--- src/rtl/cpu_pkg.sv ---
// Shared definitions for the LDM/STM sequencer: register-bank geometry,
// default transfer stride and the sequencer state encoding.
package cpu_pkg;
  localparam int REG_IDX_W     = 4;
  localparam int NUM_REGS      = 16;
  localparam int DEF_ADDR_STEP = 4;

  typedef enum logic [1:0] {
    ST_IDLE = 2'd0,
    ST_XFER = 2'd1,
    ST_WB   = 2'd2,
    ST_DONE = 2'd3
  } seq_state_t;
endpackage

--- src/rtl/lowest_set_bit.sv ---
// 16-bit priority encoder: index of the lowest set bit plus a valid flag.
module lowest_set_bit
  import cpu_pkg::*;
(
  input  logic [NUM_REGS-1:0]  vec,
  output logic [REG_IDX_W-1:0] idx,
  output logic                 valid
);

  // Scan high to low so the lowest set bit is the last one to win.
  always_comb begin
    idx   = '0;
    valid = 1'b0;
    for (int i = NUM_REGS - 1; i >= 0; i--) begin
      if (vec[i]) begin
        idx   = REG_IDX_W'(i);
        valid = 1'b1;
      end
    end
  end

endmodule

--- src/rtl/ldm_stm_sequencer.sv ---
// Multi-register load/store sequencer. Walks the latched register list from
// the lowest to the highest index, one memory handshake per register.
// Optional base-register writeback state: define LDM_STM_WRITEBACK_EN.
module ldm_stm_sequencer
  import cpu_pkg::*;
#(
  parameter int DATA_W    = 32,
  parameter int ADDR_W    = 32,
  parameter int ADDR_STEP = DEF_ADDR_STEP
) (
  input  logic              clk,
  input  logic              rst,
  input  logic              start,
  input  logic              is_load,
  input  logic [15:0]       reg_list,
  input  logic [ADDR_W-1:0] base_addr,
  input  logic [3:0]        base_reg,
  output logic              busy,
  output logic              done,
  output logic [3:0]        rf_src,
  input  logic [DATA_W-1:0] rf_rdata,
  output logic [3:0]        rf_dest,
  output logic [DATA_W-1:0] rf_wdata,
  output logic              rf_we,
  output logic              mem_req,
  output logic              mem_we,
  output logic [ADDR_W-1:0] mem_addr,
  output logic [DATA_W-1:0] mem_wdata,
  input  logic [DATA_W-1:0] mem_rdata,
  input  logic              mem_ack
);

  seq_state_t              state;
  logic [NUM_REGS-1:0]     pending;
  logic [NUM_REGS-1:0]     pending_nxt;
  logic [ADDR_W-1:0]       addr;
  logic                    dir;
  logic [REG_IDX_W-1:0]    idx;
  logic                    idx_vld;
  logic                    xfer;

`ifdef LDM_STM_WRITEBACK_EN
  localparam seq_state_t ST_LAST = ST_WB;
  logic [ADDR_W-1:0]       base_q;
  logic [REG_IDX_W-1:0]    base_reg_q;
  logic [4:0]              count;
`else
  localparam seq_state_t ST_LAST = ST_DONE;
  logic                    unused_base_reg;
  assign unused_base_reg = ^base_reg;
`endif

  lowest_set_bit u_lsb (
    .vec   (pending),
    .idx   (idx),
    .valid (idx_vld)
  );

  assign xfer        = (state == ST_XFER) && idx_vld;
  assign pending_nxt = pending & ~(NUM_REGS'(1) << idx);

  // Command latch and state walk; one register retired per mem_ack.
  always_ff @(posedge clk) begin
    if (rst) begin
      state   <= ST_IDLE;
      pending <= '0;
      addr    <= '0;
      dir     <= 1'b0;
`ifdef LDM_STM_WRITEBACK_EN
      base_q     <= '0;
      base_reg_q <= '0;
      count      <= '0;
`endif
    end else begin
      case (state)
        ST_IDLE: begin
          if (start) begin
            pending <= reg_list;
            addr    <= base_addr;
            dir     <= is_load;
`ifdef LDM_STM_WRITEBACK_EN
            base_q     <= base_addr;
            base_reg_q <= base_reg;
            count      <= '0;
`endif
            state <= (reg_list != '0) ? ST_XFER : ST_LAST;
          end
        end
        ST_XFER: begin
          if (mem_ack) begin
            pending <= pending_nxt;
            addr    <= addr + ADDR_W'(ADDR_STEP);
`ifdef LDM_STM_WRITEBACK_EN
            count   <= count + 5'd1;
`endif
            if (pending_nxt == '0) state <= ST_LAST;
          end
        end
`ifdef LDM_STM_WRITEBACK_EN
        ST_WB:   state <= ST_DONE;
`endif
        ST_DONE: state <= ST_IDLE;
        default: state <= ST_IDLE;
      endcase
    end
  end

  // Datapath outputs decoded from the registered state; the load write
  // strobe follows mem_ack in the same cycle.
  always_comb begin
    busy      = (state == ST_XFER) || (state == ST_WB);
    done      = (state == ST_DONE);
    mem_req   = 1'b0;
    mem_we    = 1'b0;
    mem_addr  = '0;
    mem_wdata = '0;
    rf_src    = '0;
    rf_dest   = '0;
    rf_wdata  = '0;
    rf_we     = 1'b0;
    if (xfer) begin
      mem_req   = 1'b1;
      mem_we    = ~dir;
      mem_addr  = addr;
      rf_src    = idx;
      mem_wdata = rf_rdata;
      if (mem_ack && dir) begin
        rf_we    = 1'b1;
        rf_dest  = idx;
        rf_wdata = mem_rdata;
      end
    end
`ifdef LDM_STM_WRITEBACK_EN
    if (state == ST_WB) begin
      rf_we    = 1'b1;
      rf_dest  = base_reg_q;
      rf_wdata = DATA_W'(base_q + ADDR_W'(ADDR_STEP) * ADDR_W'(count));
    end
`endif
  end

endmodule
--- config.mk ---
export PLATFORM = sky130hd
export DESIGN_NAME = ldm_stm_sequencer
export DESIGN_NICKNAME = d
export VERILOG_FILES = /design/src/rtl/cpu_pkg.sv /design/src/rtl/lowest_set_bit.sv /design/src/rtl/ldm_stm_sequencer.sv
export SDC_FILE = /design/constraint.sdc
export NUM_CORES = 1
export LEC_CHECK = 0
export ABC_AREA = 0
export CORE_MARGIN = 2
export CORE_UTILIZATION = 30
export DETAILED_ROUTE_END_ITERATION = 8
export GPL_TIMING_DRIVEN = 0
export PLACE_DENSITY = 0.65
export SLEW_MARGIN = 20
export SYNTH_ARGS = -nofsm -noshare
export SYNTH_HDL_FRONTEND = slang
export SYNTH_SLANG_ARGS = --single-unit
--- constraint.sdc ---
create_clock -name clk -period 2.55 [get_ports clk]
set_input_delay 0.51 -clock clk [delete_from_list [all_inputs] [get_ports clk]]
set_output_delay 0.51 -clock clk [all_outputs]
set_load 0.03 [all_outputs]
* After elaboration in Yosys (flattened, before gate mapping)
Index checks and enable logic that the tools add are counted.
** Storage, ports and cells
- Bits in registers :: 51
- Output and inout bits :: 109
- Logic and storage cells :: 79
- Input bits :: 121
** Operators by class
- Multiplexer cells :: 54
- Add/sub/neg operators :: 1
- Bitwise logic cells :: 3
- Reduce and logical (&&, ||, !) cells :: 10
- Shifts and indexed selects :: 1
- Eq/ne operators :: 6
** Operators with widths (count)
- 32-bit two-way mux :: 6
- 4-bit two-way mux :: 19
- 32-bit case mux with 2 select lines :: 1
- 32-bit by 3-bit adder with 32-bit output (second input constant) :: 1
- 16-bit two-way mux :: 2
- 16-bit case mux with 2 select lines :: 1
- 1-bit two-way mux :: 20
- 16-bit AND :: 1
- 16-bit logical NOT :: 1
- 16-bit inverter :: 1
- 16-bit nonzero test :: 1
- 1-bit by 4-bit << shifter with 16-bit output (first input constant) :: 1
- 2-bit two-way mux :: 4
- 3-bit AND reduction :: 2
- 2-bit equality test (second input constant) :: 2
- 2-bit inequality test (second input constant) :: 2
- 2-bit case mux with 2 select lines :: 1
- 2-bit by 1-bit equality test with 1-bit output (second input constant) :: 1
- 1-bit logical AND :: 2
- 2-bit logical NOT :: 1
- 2-bit by 1-bit inequality test with 1-bit output (second input constant) :: 1
- 2-bit AND reduction :: 1
- 2-bit nonzero test :: 1
- 1-bit logical OR :: 1
- 1-bit inverter :: 1

* Depth between registers and ports, before layout
- Depth in word-level cells :: 23
- Gate-level depth with buffers :: 10
- Mapped depth without buffers :: 9

* Cells and area by module
From an unflattened synthesis, not the netlist that was laid out.
** Second synthesis, totals
- Cell total of the unflattened synthesis :: 585
- Area, all modules :: 4055.1 um^2
** Modules (own cells, without submodules)
- ldm_stm_sequencer :: times used 1, area each 3876.2 um^2, seq. area each 1021.0 um^2, cells each 552
- lowest_set_bit :: times used 1, area each 178.9 um^2, seq. area each 0.0 um^2, cells each 33

* Worst setup path before layout
Ideal clock, no wire load.
- Path type :: flip-flop to output port
- Start :: reg pending[5]
- End :: out rf_wdata[22]
- Data arrival time :: 1.933 ns
- Buffers on the path :: 1
- Path slack :: 0.107 ns
- Data required time :: 2.040 ns
- Stages on the path, launching flop included :: 9
- Cell sequence :: dfxtp_1 > nor4_4 > nand2_1 > o21ai_1 > inv_2 > nand3_1 > inv_1 > clkbuf_1 > and2_1
** Between the ends
- Longest elaborated chain between the ends :: 8
** Ends and longest elaborated chain
- start: declaration :: line ldm_stm_sequencer.sv:34 : logic [NUM_REGS-1:0] pending;
- start signal: assignment :: line ldm_stm_sequencer.sv:78 : pending <= reg_list;
- start signal: assignment :: line ldm_stm_sequencer.sv:91 : pending <= pending_nxt;
- 1-bit two-way mux (6 in series) :: line lowest_set_bit.sv:15 : if (vec[i]) begin
- 1-bit logical AND :: line ldm_stm_sequencer.sv:59 : assign xfer = (state == ST_XFER) && idx_vld;
- 32-bit two-way mux :: line ldm_stm_sequencer.sv:121 : if (xfer) begin
- end: declaration :: line ldm_stm_sequencer.sv:23 : output logic [DATA_W-1:0] rf_wdata,
No other way between the ends.

* Worst setup path after layout
- Start :: reg pending[15]
- End :: out rf_src[0]
** Between the ends
- Longest elaborated chain between the ends :: 18
- Elaborated cells on any way between the ends :: 34
- Those cells by class :: mux: 33; reduce/logical: 1
** Ends and longest elaborated chain
- 1-bit two-way mux (16 in series) :: line lowest_set_bit.sv:15
- 1-bit logical AND :: line ldm_stm_sequencer.sv:59
- 4-bit two-way mux * :: line ldm_stm_sequencer.sv:121
- end: declaration :: line ldm_stm_sequencer.sv:20 : output logic [3:0] rf_src,
Every way passes the cells marked *; elsewhere a longest branch is shown, timed or not.

==> flow_summary.ini <==
[outcome]
outcome = finished with violations
violations = setup timing

[logic_synthesis]
synth_warnings = 0
synthArstFlopShare_pct = 0
synth_area_mm2 = 0.00413
yosysSeqAreaShare_pct = 24.7
synth_edf_count = 0
syn_inst = 604
ys_ff_latch = 51
ys.flop_type = dfxtp_1
avgSynthCellArea_um2 = 6.84
synth_fp_nets = 729
ys_types = 64

[cells_and_area]
syn2layout_area_growth_pct = 71.6
nets = 979
fill_cells = 1324
layout-drive-gt1-share_pct = 26.0
design_area_mm2 = 0.00709
antennaDiodeCount = 0

[clock_tree]
cts_buffer_depth = 2
clock-sinks = 51
clock_latency_ns = 0.30
clockRootBuffer = clkbuf_16
cts.clk_slew.worst_paths_ns = 0.07
numCtsBuffers = 5
htree_num_levels = 2
cts_tree = built

[sta]
worstMarginPinSlew_ns = 0.761
slew_viol_final = 0
relSlewSlack_pct = 49.3
setup-violations-final = 44
finalCritPeriodShare_pct = 103
setup_slack_ns = -0.0677
max_freq_ghz = 0.382
skew_ns = 0.0122
rsz0062_at_grt = true
period_needed_ns = 2.62
finalSetupTns_ns = -0.951
hold_viol = 0

[global_route]
grt_pass1_vias = 5382
overflow = 0
track_usage_pct = 25.7
antenna_found_initial = 0
grt_first_pass_wirelength_mm = 29.5
grt_max_degree = 18

[routing]
finalWirelength_mm = 20.2
ant_nets = 0
wl_per_cell_um = 19.6
route.vias.total = 5671
drt-initial-drc-count = 438
vias_per_cell = 5.50
remaining_drc_errors = 0
first_pass_iters = 5

[floorplanning]
ios = 230
rows = 42
die_h_um = 121
die_w_um = 121
coreArea_mm2 = 0.0133
initial_core_util_pct = 31.0
die_area_mm2 = 0.0147

[placed_design]
portBuffers = 224
placed_area_mm2 = 0.00659
hpwl_mm = 15.0
gp_congestion = 0.935

[worst_setup_path]
critPathMaxFanout = 8
cpPeakStageDelay_ns = 0.47
cp_slowest_cell = dfxtp_1
crit_type = reg2out
required_ns = 2.04
worstPathArrival_ns = 2.11
path_cells = nand2b_1 -> a221oi_4 -> o21ai_2 -> nor3_1 -> dlygate4sd2_1
cp-end-kind = output port
critPathLaunchType = register

[power_and_ir_drop]
leakagePower_nw = 2.97
peakVddDrop_v = 0.000556
fin_total_pwr_mw = 7.76
powerDensity_mw_per_mm2 = 1090

[flow_run]
drv_cap = 0

[hold_path]
hold_class = reg2reg
## flip-flops by register name, summed over array words and instances (netlist names)
name and count:
dir 1, pending 16, addr 32, state 2
## layout by cell type (no fill, tap or decap), types with 7 or more instances in the layout
cell type        Yosys  layout
clkdlybuf4s50_1      0     117
and2_1              95      67
nor2_1              66      63
a21oi_1             59      59
nand2_1             52      52
buf_6                1      48
buf_2                2      48
dfxtp_1             51      41
o21ai_0             37      36
and2_4               0      28
nor3_1              28      25
buf_4                1      22
nand3_1             21      19
inv_1               16      15
clkbuf_1            33      14
clkbuf_2             0      10
nand2b_1             9       9
dlygate4sd2_1        0       9
clkbuf_16            0       8
a211oi_1             7       7
nand4_1              7       7
## metal layers
metal	wire length, um	GRT usage [%]
met1	8050	32.4
met4	558	9.84
met3	1800	4.93
met5	0	0
met2	9810	43.3
## path summary, 6_finish.rpt
| check | startpoint | to | slack [ns] | depth (start not counted) |
|---|---|---|---|---|
| worst max-delay path | pending[15]$_SDFFE_PP0P_ | rf_src[0] | -0.07 | 5 |
| worst min-delay path | addr[30]$_SDFFE_PP0P_ | addr[30]$_SDFFE_PP0P_ | 0.50 | 2 |
| worst max register to register | pending[2]$_SDFFE_PP0P_ | state[1]$_SDFFE_PP0P_ | -0.01 | 7 |
| worst min register to register | addr[30]$_SDFFE_PP0P_ | addr[30]$_SDFFE_PP0P_ | 0.50 | 2 |
## final cells by class
class                      count  area [um2]  area share, %
timing repair buffer         246        2270           32.0
sequential                    51        1040           14.7
clock buffer                   5         125           1.76
clock inverter                 3        22.5          0.318
tap                          176         220           3.11
buffer                        37         251           3.55
multi-input combinational    496        3090           43.6
inverter                      17        73.8           1.04
## cells in the mapped netlist, drive strengths merged (3+ instances only)
| cell type | n | area share, % |
|---|---|---|
| a41oi | 3 | 0.64 |
| nand4 | 7 | 1.1 |
| a2111oi | 3 | 0.79 |
| o21ai | 42 | 5.2 |
| a21oi | 60 | 7.5 |
| ha | 4 | 1.2 |
| and3 | 7 | 1.1 |
| or2 | 4 | 0.61 |
| nor4 | 10 | 2.8 |
| nor2b | 7 | 1.1 |
| o31a | 3 | 0.64 |
| dfxtp | 51 | 25 |
| o32ai | 3 | 0.64 |
| buf | 7 | 0.97 |
| nor3 | 28 | 3.4 |
| a22oi | 6 | 1.1 |
| nand2b | 9 | 1.4 |
| nand4b | 3 | 0.64 |
| inv | 17 | 1.5 |
| o311ai | 3 | 0.82 |
| o22ai | 5 | 0.76 |
| a21o | 3 | 0.55 |
| o21a | 4 | 0.73 |
| nand3 | 21 | 2.5 |
| or3 | 6 | 0.91 |
| a31oi | 4 | 0.61 |
| a211oi | 7 | 1.3 |
| clkbuf | 33 | 3.0 |
| nor2 | 67 | 6.1 |
| a221oi | 3 | 0.79 |
| and2 | 96 | 15 |
| nand2 | 52 | 4.7 |
| o31ai | 5 | 0.91 |
## cells by family (layout without fill, tap and decap cells)
group                    Yosys count  in the layout  share of synthesized area, %
AND/OR/NAND/NOR                  324            324                          42.3
buffers and inverters             57            308                          5.51
AO/OA/AOI/OAI                    166            166                          25.7
multiplexers                       2              2                         0.515
adder cells (fa/ha/maj)            4              4                          1.21
flip-flops                        51             51                          24.7
## metrics by stage
stage / std cells / hold WS (ns) / util, % / setup WS [ns]
finish: 1031 / 0.498 / 53.1 / -0.0677
global route: 1031 / 0.531 / 53.1 / -0.143
CTS: 1017 / 0.500 / 53.1 / -0.0463
detailed placement: 1004 / 0.483 / 49.4 / -0.902
global placement: 1004 / 0.473 / 49.4 / -0.812
floorplan: 604 / 0.457 / - / 0.107
## critical path: cells and delay by family (launching register included)
family	cells	cell delay (ns)
AO/OA/AOI/OAI	2	0.58
flip-flops	1	0.47
buffers and inverters	1	0.44
AND/OR/NAND/NOR	2	0.32
## what timing repair did
| action | in CTS | in global routing |
|---|---|---|
| cloned | 0 | 3 |
| gates resized for setup | 526 | 187 |
| buffers inserted | 8 | 12 |
| hold buffers | 0 | 0 |
| pin swaps | 25 | 16 |
| endpoints found under the setup margin | 153 | 143 |
## where the power goes
group	switching [mW]	leakage, nW	internal (mW)
clock	0.340	0.0746	0.371
combinational	3.43	2.47	2.11
sequential	0.430	0.425	1.08
(Power assumes the default switching activity.)
